### config.mk
export PLATFORM = sky130hd
export DESIGN_NAME = matrix_addsub_arbiter_flat
export DESIGN_NICKNAME = d
export VERILOG_FILES = /design/src/rtl/matrix_addsub_arbiter_if.sv /design/src/rtl/matrix_addsub_arbiter.sv /design/src/flat_wrapper.sv
export SDC_FILE = /design/constraint.sdc
export NUM_CORES = 1
export LEC_CHECK = 0
export ABC_AREA = 1
export BUFFER_PORTS_ARGS = -buffer_cell sky130_fd_sc_hd__buf_2
export CAP_MARGIN = 20
export CORE_MARGIN = 2
export CORE_UTILIZATION = 25
export CTS_CLUSTER_DIAMETER = 100
export DETAILED_ROUTE_END_ITERATION = 16
export SLEW_MARGIN = 30
export SYNTH_ARGS = -nofsm -noshare
export SYNTH_HDL_FRONTEND = slang
export SYNTH_SLANG_ARGS = --single-unit
### constraint.sdc
create_clock -name clk -period 1.9 [get_ports clk]
set_input_delay 0.19 -clock clk [delete_from_list [all_inputs] [get_ports clk]]
set_output_delay 0.19 -clock clk [all_outputs]
set_load 0.02 [all_outputs]
### src/rtl/matrix_addsub_arbiter_if.sv
// Bundle of request/response and shared-unit control signals for the
// matrix add/subtract arbiter. The slave modport is the arbiter's view;
// the master modport is the view of the requesters plus the shared unit.
interface matrix_addsub_arbiter_if #(
  parameter int NUM_REQ = 3
);
  localparam int IDX_W = $clog2(NUM_REQ);

  logic [NUM_REQ-1:0] req;
  logic [NUM_REQ-1:0] req_op;
  logic [NUM_REQ-1:0] grant;
  logic [IDX_W-1:0]   grant_idx;
  logic [NUM_REQ-1:0] req_done;
  logic [NUM_REQ-1:0] req_err;
  logic               unit_start;
  logic               unit_op;
  logic               unit_done;
  logic               unit_abort;
  logic               busy;
  logic               err_sticky;

  modport slave (
    input  req, req_op, unit_done,
    output grant, grant_idx, req_done, req_err,
           unit_start, unit_op, unit_abort, busy, err_sticky
  );

  modport master (
    output req, req_op, unit_done,
    input  grant, grant_idx, req_done, req_err,
           unit_start, unit_op, unit_abort, busy, err_sticky
  );
endinterface

### src/rtl/matrix_addsub_arbiter.sv
// Round-robin arbiter sharing one element-wise matrix add/subtract unit
// between EKF pipeline stages. Issues start/op to the unit, waits for done,
// and returns a done or error pulse to the grantee. A watchdog aborts
// transactions the unit never completes. All outputs are registered.
module matrix_addsub_arbiter #(
  parameter int NUM_REQ        = 3,
  parameter int TIMEOUT_CYCLES = 64
) (
  input  logic                    clk,
  input  logic                    rst,
  matrix_addsub_arbiter_if.slave  bus
);
  localparam int IDX_W = $clog2(NUM_REQ);
  localparam int TMR_W = $clog2(TIMEOUT_CYCLES);
  localparam logic [TMR_W-1:0] TMR_LAST = TMR_W'(TIMEOUT_CYCLES - 1);
  localparam logic [IDX_W-1:0] IDX_LAST = IDX_W'(NUM_REQ - 1);

  typedef enum logic [1:0] {
    S_IDLE,
    S_ISSUE,
    S_WAIT,
    S_RESP
  } state_t;

  state_t             state_q, state_d;
  logic [NUM_REQ-1:0] grant_q, grant_d;
  logic [IDX_W-1:0]   grant_idx_q, grant_idx_d;
  logic               unit_op_q, unit_op_d;
  logic [NUM_REQ-1:0] req_done_q, req_done_d;
  logic [NUM_REQ-1:0] req_err_q, req_err_d;
  logic               unit_start_q, unit_start_d;
  logic               unit_abort_q, unit_abort_d;
  logic               busy_q, busy_d;
  logic               err_sticky_q, err_sticky_d;
  logic [IDX_W-1:0]   rr_ptr_q, rr_ptr_d;
  logic [TMR_W-1:0]   timer_q, timer_d;

  logic               sel_valid;
  logic [IDX_W-1:0]   sel_idx;
  logic               done_hit;
  logic               timeout_hit;

  // Completion beats the watchdog when both land in the same WAIT cycle.
  assign done_hit    = (state_q == S_WAIT) && bus.unit_done;
  assign timeout_hit = (state_q == S_WAIT) && !bus.unit_done && (timer_q == TMR_LAST);

  // Round-robin pick: first requesting index at or after rr_ptr, wrapping.
  always_comb begin
    int               cand;
    logic [IDX_W-1:0] cand_idx;
    // NOTE: every combinational output gets a default before any branch so
    // no path leaves it unassigned, which would otherwise infer a latch.
    sel_valid = 1'b0;
    sel_idx   = '0;
    cand      = 0;
    cand_idx  = '0;
    for (int i = 0; i < NUM_REQ; i++) begin
      cand = int'(rr_ptr_q) + i;
      if (cand >= NUM_REQ) cand = cand - NUM_REQ;
      cand_idx = IDX_W'(cand);
      if (!sel_valid && bus.req[cand_idx]) begin
        sel_valid = 1'b1;
        sel_idx   = cand_idx;
      end
    end
  end

  // Next-state logic.
  always_comb begin
    state_d = state_q;
    case (state_q)
      S_IDLE:  if (sel_valid) state_d = S_ISSUE;
      S_ISSUE: state_d = S_WAIT;
      S_WAIT:  if (done_hit || timeout_hit) state_d = S_RESP;
      S_RESP:  state_d = S_IDLE;
      default: state_d = S_IDLE;
    endcase
  end

  // Next values of the registered outputs and datapath state.
  always_comb begin
    grant_d      = grant_q;
    grant_idx_d  = grant_idx_q;
    unit_op_d    = unit_op_q;
    req_done_d   = '0;
    req_err_d    = '0;
    unit_start_d = 1'b0;
    unit_abort_d = 1'b0;
    busy_d       = (state_d != S_IDLE);
    err_sticky_d = err_sticky_q;
    rr_ptr_d     = rr_ptr_q;
    timer_d      = timer_q;
    case (state_q)
      S_IDLE: begin
        if (sel_valid) begin
          grant_d          = '0;
          grant_d[sel_idx] = 1'b1;
          grant_idx_d      = sel_idx;
          unit_op_d        = bus.req_op[sel_idx];
          unit_start_d     = 1'b1;
        end
      end
      S_ISSUE: begin
        // Done is not looked at here; the unit cannot finish in zero cycles.
        timer_d = '0;
      end
      S_WAIT: begin
        if (done_hit) begin
          req_done_d[grant_idx_q] = 1'b1;
        end else if (timeout_hit) begin
          req_err_d[grant_idx_q] = 1'b1;
          unit_abort_d           = 1'b1;
          err_sticky_d           = 1'b1;
        end else begin
          timer_d = timer_q + TMR_W'(1);
        end
      end
      S_RESP: begin
        grant_d  = '0;
        rr_ptr_d = (grant_idx_q == IDX_LAST) ? '0 : grant_idx_q + IDX_W'(1);
      end
      default: ;
    endcase
  end

  // State and output registers with synchronous reset.
  always_ff @(posedge clk) begin
    // NOTE: sequential state uses non-blocking assignments so every register
    // samples the pre-edge values, independent of statement order.
    if (rst) begin
      state_q      <= S_IDLE;
      grant_q      <= '0;
      grant_idx_q  <= '0;
      unit_op_q    <= 1'b0;
      req_done_q   <= '0;
      req_err_q    <= '0;
      unit_start_q <= 1'b0;
      unit_abort_q <= 1'b0;
      busy_q       <= 1'b0;
      err_sticky_q <= 1'b0;
      rr_ptr_q     <= '0;
      timer_q      <= '0;
    end else begin
      state_q      <= state_d;
      grant_q      <= grant_d;
      grant_idx_q  <= grant_idx_d;
      unit_op_q    <= unit_op_d;
      req_done_q   <= req_done_d;
      req_err_q    <= req_err_d;
      unit_start_q <= unit_start_d;
      unit_abort_q <= unit_abort_d;
      busy_q       <= busy_d;
      err_sticky_q <= err_sticky_d;
      rr_ptr_q     <= rr_ptr_d;
      timer_q      <= timer_d;
    end
  end

  assign bus.grant      = grant_q;
  assign bus.grant_idx  = grant_idx_q;
  assign bus.unit_op    = unit_op_q;
  assign bus.req_done   = req_done_q;
  assign bus.req_err    = req_err_q;
  assign bus.unit_start = unit_start_q;
  assign bus.unit_abort = unit_abort_q;
  assign bus.busy       = busy_q;
  assign bus.err_sticky = err_sticky_q;
endmodule

### src/flat_wrapper.sv
// flat-port wrapper written by rule: the top's interface ports become plain ports
module matrix_addsub_arbiter_flat 
#(
  parameter int NUM_REQ        = 3,
  parameter int TIMEOUT_CYCLES = 64
)
  (clk, rst, bus_req, bus_req_op, bus_unit_done, bus_grant, bus_grant_idx, bus_req_done, bus_req_err, bus_unit_start, bus_unit_op, bus_unit_abort, bus_busy, bus_err_sticky);
  matrix_addsub_arbiter_if #(.NUM_REQ(NUM_REQ)) bus_i ();
  input  logic clk;
  input  logic rst;
  input wire logic [$bits(bus_i.req)-1:0] bus_req;
  input wire logic [$bits(bus_i.req_op)-1:0] bus_req_op;
  input wire logic [$bits(bus_i.unit_done)-1:0] bus_unit_done;
  output wire logic [$bits(bus_i.grant)-1:0] bus_grant;
  output wire logic [$bits(bus_i.grant_idx)-1:0] bus_grant_idx;
  output wire logic [$bits(bus_i.req_done)-1:0] bus_req_done;
  output wire logic [$bits(bus_i.req_err)-1:0] bus_req_err;
  output wire logic [$bits(bus_i.unit_start)-1:0] bus_unit_start;
  output wire logic [$bits(bus_i.unit_op)-1:0] bus_unit_op;
  output wire logic [$bits(bus_i.unit_abort)-1:0] bus_unit_abort;
  output wire logic [$bits(bus_i.busy)-1:0] bus_busy;
  output wire logic [$bits(bus_i.err_sticky)-1:0] bus_err_sticky;
  assign bus_i.req = bus_req;
  assign bus_i.req_op = bus_req_op;
  assign bus_i.unit_done = bus_unit_done;
  assign bus_grant = bus_i.grant;
  assign bus_grant_idx = bus_i.grant_idx;
  assign bus_req_done = bus_i.req_done;
  assign bus_req_err = bus_i.req_err;
  assign bus_unit_start = bus_i.unit_start;
  assign bus_unit_op = bus_i.unit_op;
  assign bus_unit_abort = bus_i.unit_abort;
  assign bus_busy = bus_i.busy;
  assign bus_err_sticky = bus_i.err_sticky;
  matrix_addsub_arbiter #(.NUM_REQ(NUM_REQ), .TIMEOUT_CYCLES(TIMEOUT_CYCLES)) u_core (.clk(clk), .rst(rst), .bus(bus_i));
endmodule
; Yosys cells after proc, flatten, opt, wreduce, memory -nomap -nowiden
; Index checks and enable logic that the tools add are counted.
[classes]
n_addsub = 7
n_lt_le_gt_ge = 10
n_eq_ne = 8
n_mux = 32
bitwise = 4
reduce_logical = 23
[ops]
columns = operator, n
row1 = two-way mux 2 bit, 9
row2 = "less-than comparator 2 x 3 -> 1 bit, second input constant", 5
row3 = two-way mux 6 bit, 2
row4 = case mux 6 bit (2 select lines), 1
row5 = two-way mux 1 bit, 11
row6 = binary-select mux 1 bit (select 2 bit), 4
row7 = case mux 2 bit (4 select lines), 1
row8 = logical AND 1 bit, 7
row9 = "adder 6 x 1 -> 6 bit, second input constant", 1
row10 = "equality test 2 bit, second input constant", 3
row11 = "equality test 6 bit, second input constant", 1
row12 = ">= comparator 3 x 2 -> 1 bit, second input constant", 2
row13 = case mux 3 bit (2 select lines), 1
row14 = AND reduction 3 bit, 2
row15 = nonzero test 2 bit, 3
row16 = OR reduction 3 bit, 2
row17 = demux 1 bit (select 2 bit), 2
row18 = ">= comparator 2 x 1 -> 1 bit, second input constant", 2
row19 = "!= test 2 bit, second input constant", 2
row20 = NOT 1 bit, 4
row21 = AND reduction 2 bit, 2
row22 = OR reduction 4 bit, 1
row23 = "subtractor 2 x 1 -> 2 bit, second input constant", 2
row24 = "adder 2 x 1 -> 3 bit, second input constant", 1
row25 = other kinds (11), 13
[totals]
register_bits = 26
out_inout_bits = 16
word_cells = 96

; Depth between registers and ports, before layout
[logic_depth]
ltp_word = 17
ltp_mapped = 14
depth_no_buf = 14

; Least setup slack after synthesis
; Ideal clock, no wire load.
[synth_path]
path_type = reg-to-reg
from = register u_core.rr_ptr_q[0]
to = register u_core.unit_op_q, in the netlist u_core.bus.unit_op
setup_ns = 0.118
arrival_ns = 1.493
t_required_ns = 1.782
slack_ns = 0.289
stages_incl_launch_ff = 11
period_less_slack_ns = 1.611
path_cell_list = dfxtp_1 inv_1 ha_1 o21ai_0 nand2_2 nand3_1 nor2_2 nor2_4 nor2_1 nor2_1 a21oi_1
[synth_between]
elab_chain_cells = 13
word_cells_on_any_way = 30
[synth_lines]
columns = element, line
row1 = from (decl), matrix_addsub_arbiter.sv:35  ; logic [IDX_W-1:0] rr_ptr_q, rr_ptr_d;
row2 = from (signal assigned), matrix_addsub_arbiter.sv:154  ; rr_ptr_q <= rr_ptr_d;
row3 = branches (longest 13 deep; another with adder 2 x 1 -> 3 bit), --
row4 = to (signal assigned), matrix_addsub_arbiter.sv:147  ; unit_op_q <= unit_op_d;
row5 = to (decl), matrix_addsub_arbiter.sv:28  ; logic unit_op_q, unit_op_d;
; Parallel ways; which one is timed is not known. The select of a mux whose other input is x is not followed.
; A chain may end at the register's enable or synchronous reset.

; Final worst setup path
; Ends and elaborated chain as after synthesis.

==> run metrics <==
status=finished, final reports clean; Max-Cap Viols=0; critical path data arrival time=1.89 ns; pwr dens=1370 nW/µm²; Routability Congestion=0.878; CP max stage cell=dfxtp_2; post-synthesis adder-cell area fraction=7.52%; Hold Slack=0.207 ns; RSZ-0062 raised after global routing=no; fin area=1610 µm²; antenna violations before repair=0; Synth Flop Type=dfxtp_1; core area=5110 µm²; H-tree depth=1; distinct cell type count of the synthesized netlist=25; Synth Cell Area=1330 µm²; share of flip-flops with an asynchronous set or reset=0%; Largest stage delay, worst path=0.36 ns; CTS tree=done; Clock Pin Slew Worst Setup and Hold Paths=0.09 ns; NumNets Final=222; Max clock buf depth=2; Clock Sinks=26; Avg WL per Cell=9.51 µm; first-pass GRT wire length=4.39 mm; Final Skew=0.00305 ns; Slew headroom=81.6%; maximum vdd drop=0.000402 V; vias in the first global route=1049; syn avg cell area=7.48 µm²; Vias/cell=4.27; Final period util=90.6%; Tmin final=1.72 ns; combinational family with the most area after synthesis=simple AND/OR/NAND/NOR gates; dpl ws=0.119 ns; DR iter-0 viols=74; placed cell area=1530 µm²; Antenna Diode Count=0; cells along the critical path=inv_1 -> ha_2 -> inv_2 -> nand2_1 -> nand3_1 -> nand2_2 -> nand4_2 -> nand2_2 -> inv_2 -> o21ai_1 -> a21oi_1; fraction of layout cells with a size suffix above 1=26.5%; Min-Delay Path Class=in2reg; post-synthesis sequential area ratio=39.1%; kind of critical path=reg2reg; Warnings, synthesis=0; Post-Syn Instances=178; Crit. End Element=flop; Num CTS Buffers=3; proportion of synthesized area in mux cells=0%; clock latency on the worst-skew pair=0.27 ns; Area Growth Syn to Fin=20.7%; FF+latch count, synth=26; residual DRC count=0; startpoint types=flop; Final Worst Setup Slack=0.180 ns; Pre-antenna DRT Iters=4; Critical Path RT=2.07 ns; Fmax=581 MHz; Congestion Overflow GR=0; largest net degree at the start of global routing=16; Post-synth EDFFs=0; Leak=0.767 nW; Chip Height=77.0 µm; total number of vias=1169; Post-Route WL=2.61 mm; width of the die=77.0 µm; Compound-Gate Fraction of Synth Area=9.21%; row count=26; final setup fails=0; Worst-Margin Slew=0.275 ns; Port Buffers=24; syn_nets=195; Detailed Place HPWL=2.06 mm; final hold violation count=0; crit path max fanout=6; synthesized-area fraction occupied by xor and xnor cells=1.32%; postcts setup bufs=0; area fraction in and, or, nand and nor cells after synthesis=35.2%; # IOs=25; Max Slew Vio Count=0; Starting Density=26.1%; die area=5930 µm²; post-route ant nets=0; Total Neg Setup Slack=0 ns; Tot GR Track Use=9.04%; CTS Root Cell=clkbuf_8
[worst paths after layout]
path                                end  cells past startpoint  slack (ns)                   from
setup / recovery     u_core.bus.unit_op                     11        0.18     u_core.rr_ptr_q[0]
setup reg to reg     u_core.bus.unit_op                     11        0.18     u_core.rr_ptr_q[0]
hold / removal      u_core.bus.grant[2]                      2        0.21                    rst
hold reg to reg   u_core.bus.err_sticky                      2        0.46  u_core.bus.err_sticky
[cell usage after synthesis, types with 2 or more instances]
library cell | number | share of area (%)
nor3_1 | 4 | 1.5
xor2_1 | 2 | 1.3
clkbuf_1 | 2 | 0.56
nand3_1 | 20 | 7.5
o21ai_1 | 3 | 1.1
inv_1 | 20 | 5.6
a21oi_1 | 11 | 4.1
ha_1 | 8 | 7.5
o21ai_0 | 7 | 2.6
nand4_2 | 3 | 2.8
nor2_2 | 3 | 1.4
nand2_1 | 34 | 9.6
nand2_4 | 2 | 1.7
nand3_2 | 2 | 1.5
nor2_1 | 14 | 3.9
nand2_2 | 4 | 1.9
inv_2 | 5 | 1.4
dfxtp_1 | 26 | 39
or2_2 | 2 | 0.94
[state kept, by name, summed over array words and instances (netlist names)]
| register | cells |
|---|---|
| u_core.bus.busy | 1 |
| u_core.bus.err_sticky | 1 |
| u_core.bus.grant | 3 |
| u_core.bus.grant_idx | 2 |
| u_core.bus.req_done | 3 |
| u_core.bus.req_err | 3 |
| u_core.bus.unit_abort | 1 |
| u_core.bus.unit_op | 1 |
| u_core.bus.unit_start | 1 |
| u_core.rr_ptr_q | 2 |
| u_core.state_q | 2 |
| u_core.timer_q | 6 |
[per-stage QoR]
stage | instances | power (W) | utilization (%)
6_report | 274 | 0.00220 | 31.5
5_1_grt | 274 | 0.00238 | 31.5
4_1_cts | 274 | 0.00221 | 31.4
3_5_place_dp | 270 | 0.00175 | 30.0
3_3_place_gp | 270 | 0.00175 | 30.0
2_1_floorplan | 178 | 0.00151 | -
[power breakdown]
group          internal (W)  leakage, nW  switching, W
logic              0.000334        0.519      0.000682
clock network      0.000282       0.0357      0.000176
registers          0.000652        0.212     0.0000699
total               0.00127        0.767      0.000927
[area by class of cell]
type                       count  area, µm²
fill                         557       3500
multi-input combinational    125        712
sequential                    26        522
timing repair buffer          24        120
inverter                      25       93.8
tap                           70       87.6
clock buffer                   3       41.3
clock inverter                 1       30.0
[timing repair]
| action | 4_1_cts | 5_1_grt |
|---|---|---|
| hold buffers | 0 | 0 |
| resized for setup | 0 | 4 |
| setup endpoints to repair | 0 | 8 |
[routing by layer]
layer | track usage [%] | part of all wire [%] | vias up
met5 | 0 | 0 | -
met4 | 4.82 | 0.46 | 0
met3 | 1.53 | 3.5 | 2
met2 | 15.0 | 47 | 22
met1 | 11.2 | 49 | 520
li1 | - | - | 625
[layout by cell type, fill, tap and decap left out]
| cell | n |
|---|---|
| nand2_1 | 34 |
| dfxtp_1 | 25 |
| buf_2 | 24 |
| inv_1 | 20 |
| nand3_1 | 20 |
| nor2_1 | 14 |
| a21oi_1 | 11 |
| ha_1 | 7 |
| o21ai_0 | 5 |
| o21ai_1 | 5 |
| inv_2 | 5 |
| nand2_2 | 4 |
| nor3_1 | 4 |
| nor2_2 | 3 |
| nand4_2 | 3 |
| clkbuf_8 | 3 |
| nand3_2 | 2 |
| nand2_4 | 2 |
| or2_2 | 2 |
| xor2_1 | 2 |
| o21ai_2 | 1 |
| nor2_4 | 1 |
| a21oi_2 | 1 |
| nor3b_1 | 1 |
| nand4_1 | 1 |
| nand3b_1 | 1 |
| ha_2 | 1 |
| bufinv_16 | 1 |
| dfxtp_2 | 1 |
[kinds of logic after synthesis]
| logic type | after synthesis |
|---|---|
| AOI/OAI and AO/OA | 23 |
| DFF | 26 |
| buffers and inverters | 27 |
| xor gates and xnor gates | 2 |
| adders and majority gates | 8 |
| and+or+nand+nor | 92 |
[worst max-delay path: cells and delay by family (launching register included)]
family | cells | cell delay [ns]
AO/OA/AOI/OAI | 2 | 0.19
AND/OR/NAND/NOR | 5 | 0.50
flip-flops | 1 | 0.36
adder cells (fa/ha/maj) | 1 | 0.36
buffers and inverters | 3 | 0.20
No activity file was read; power rests on OpenSTA's default activity.
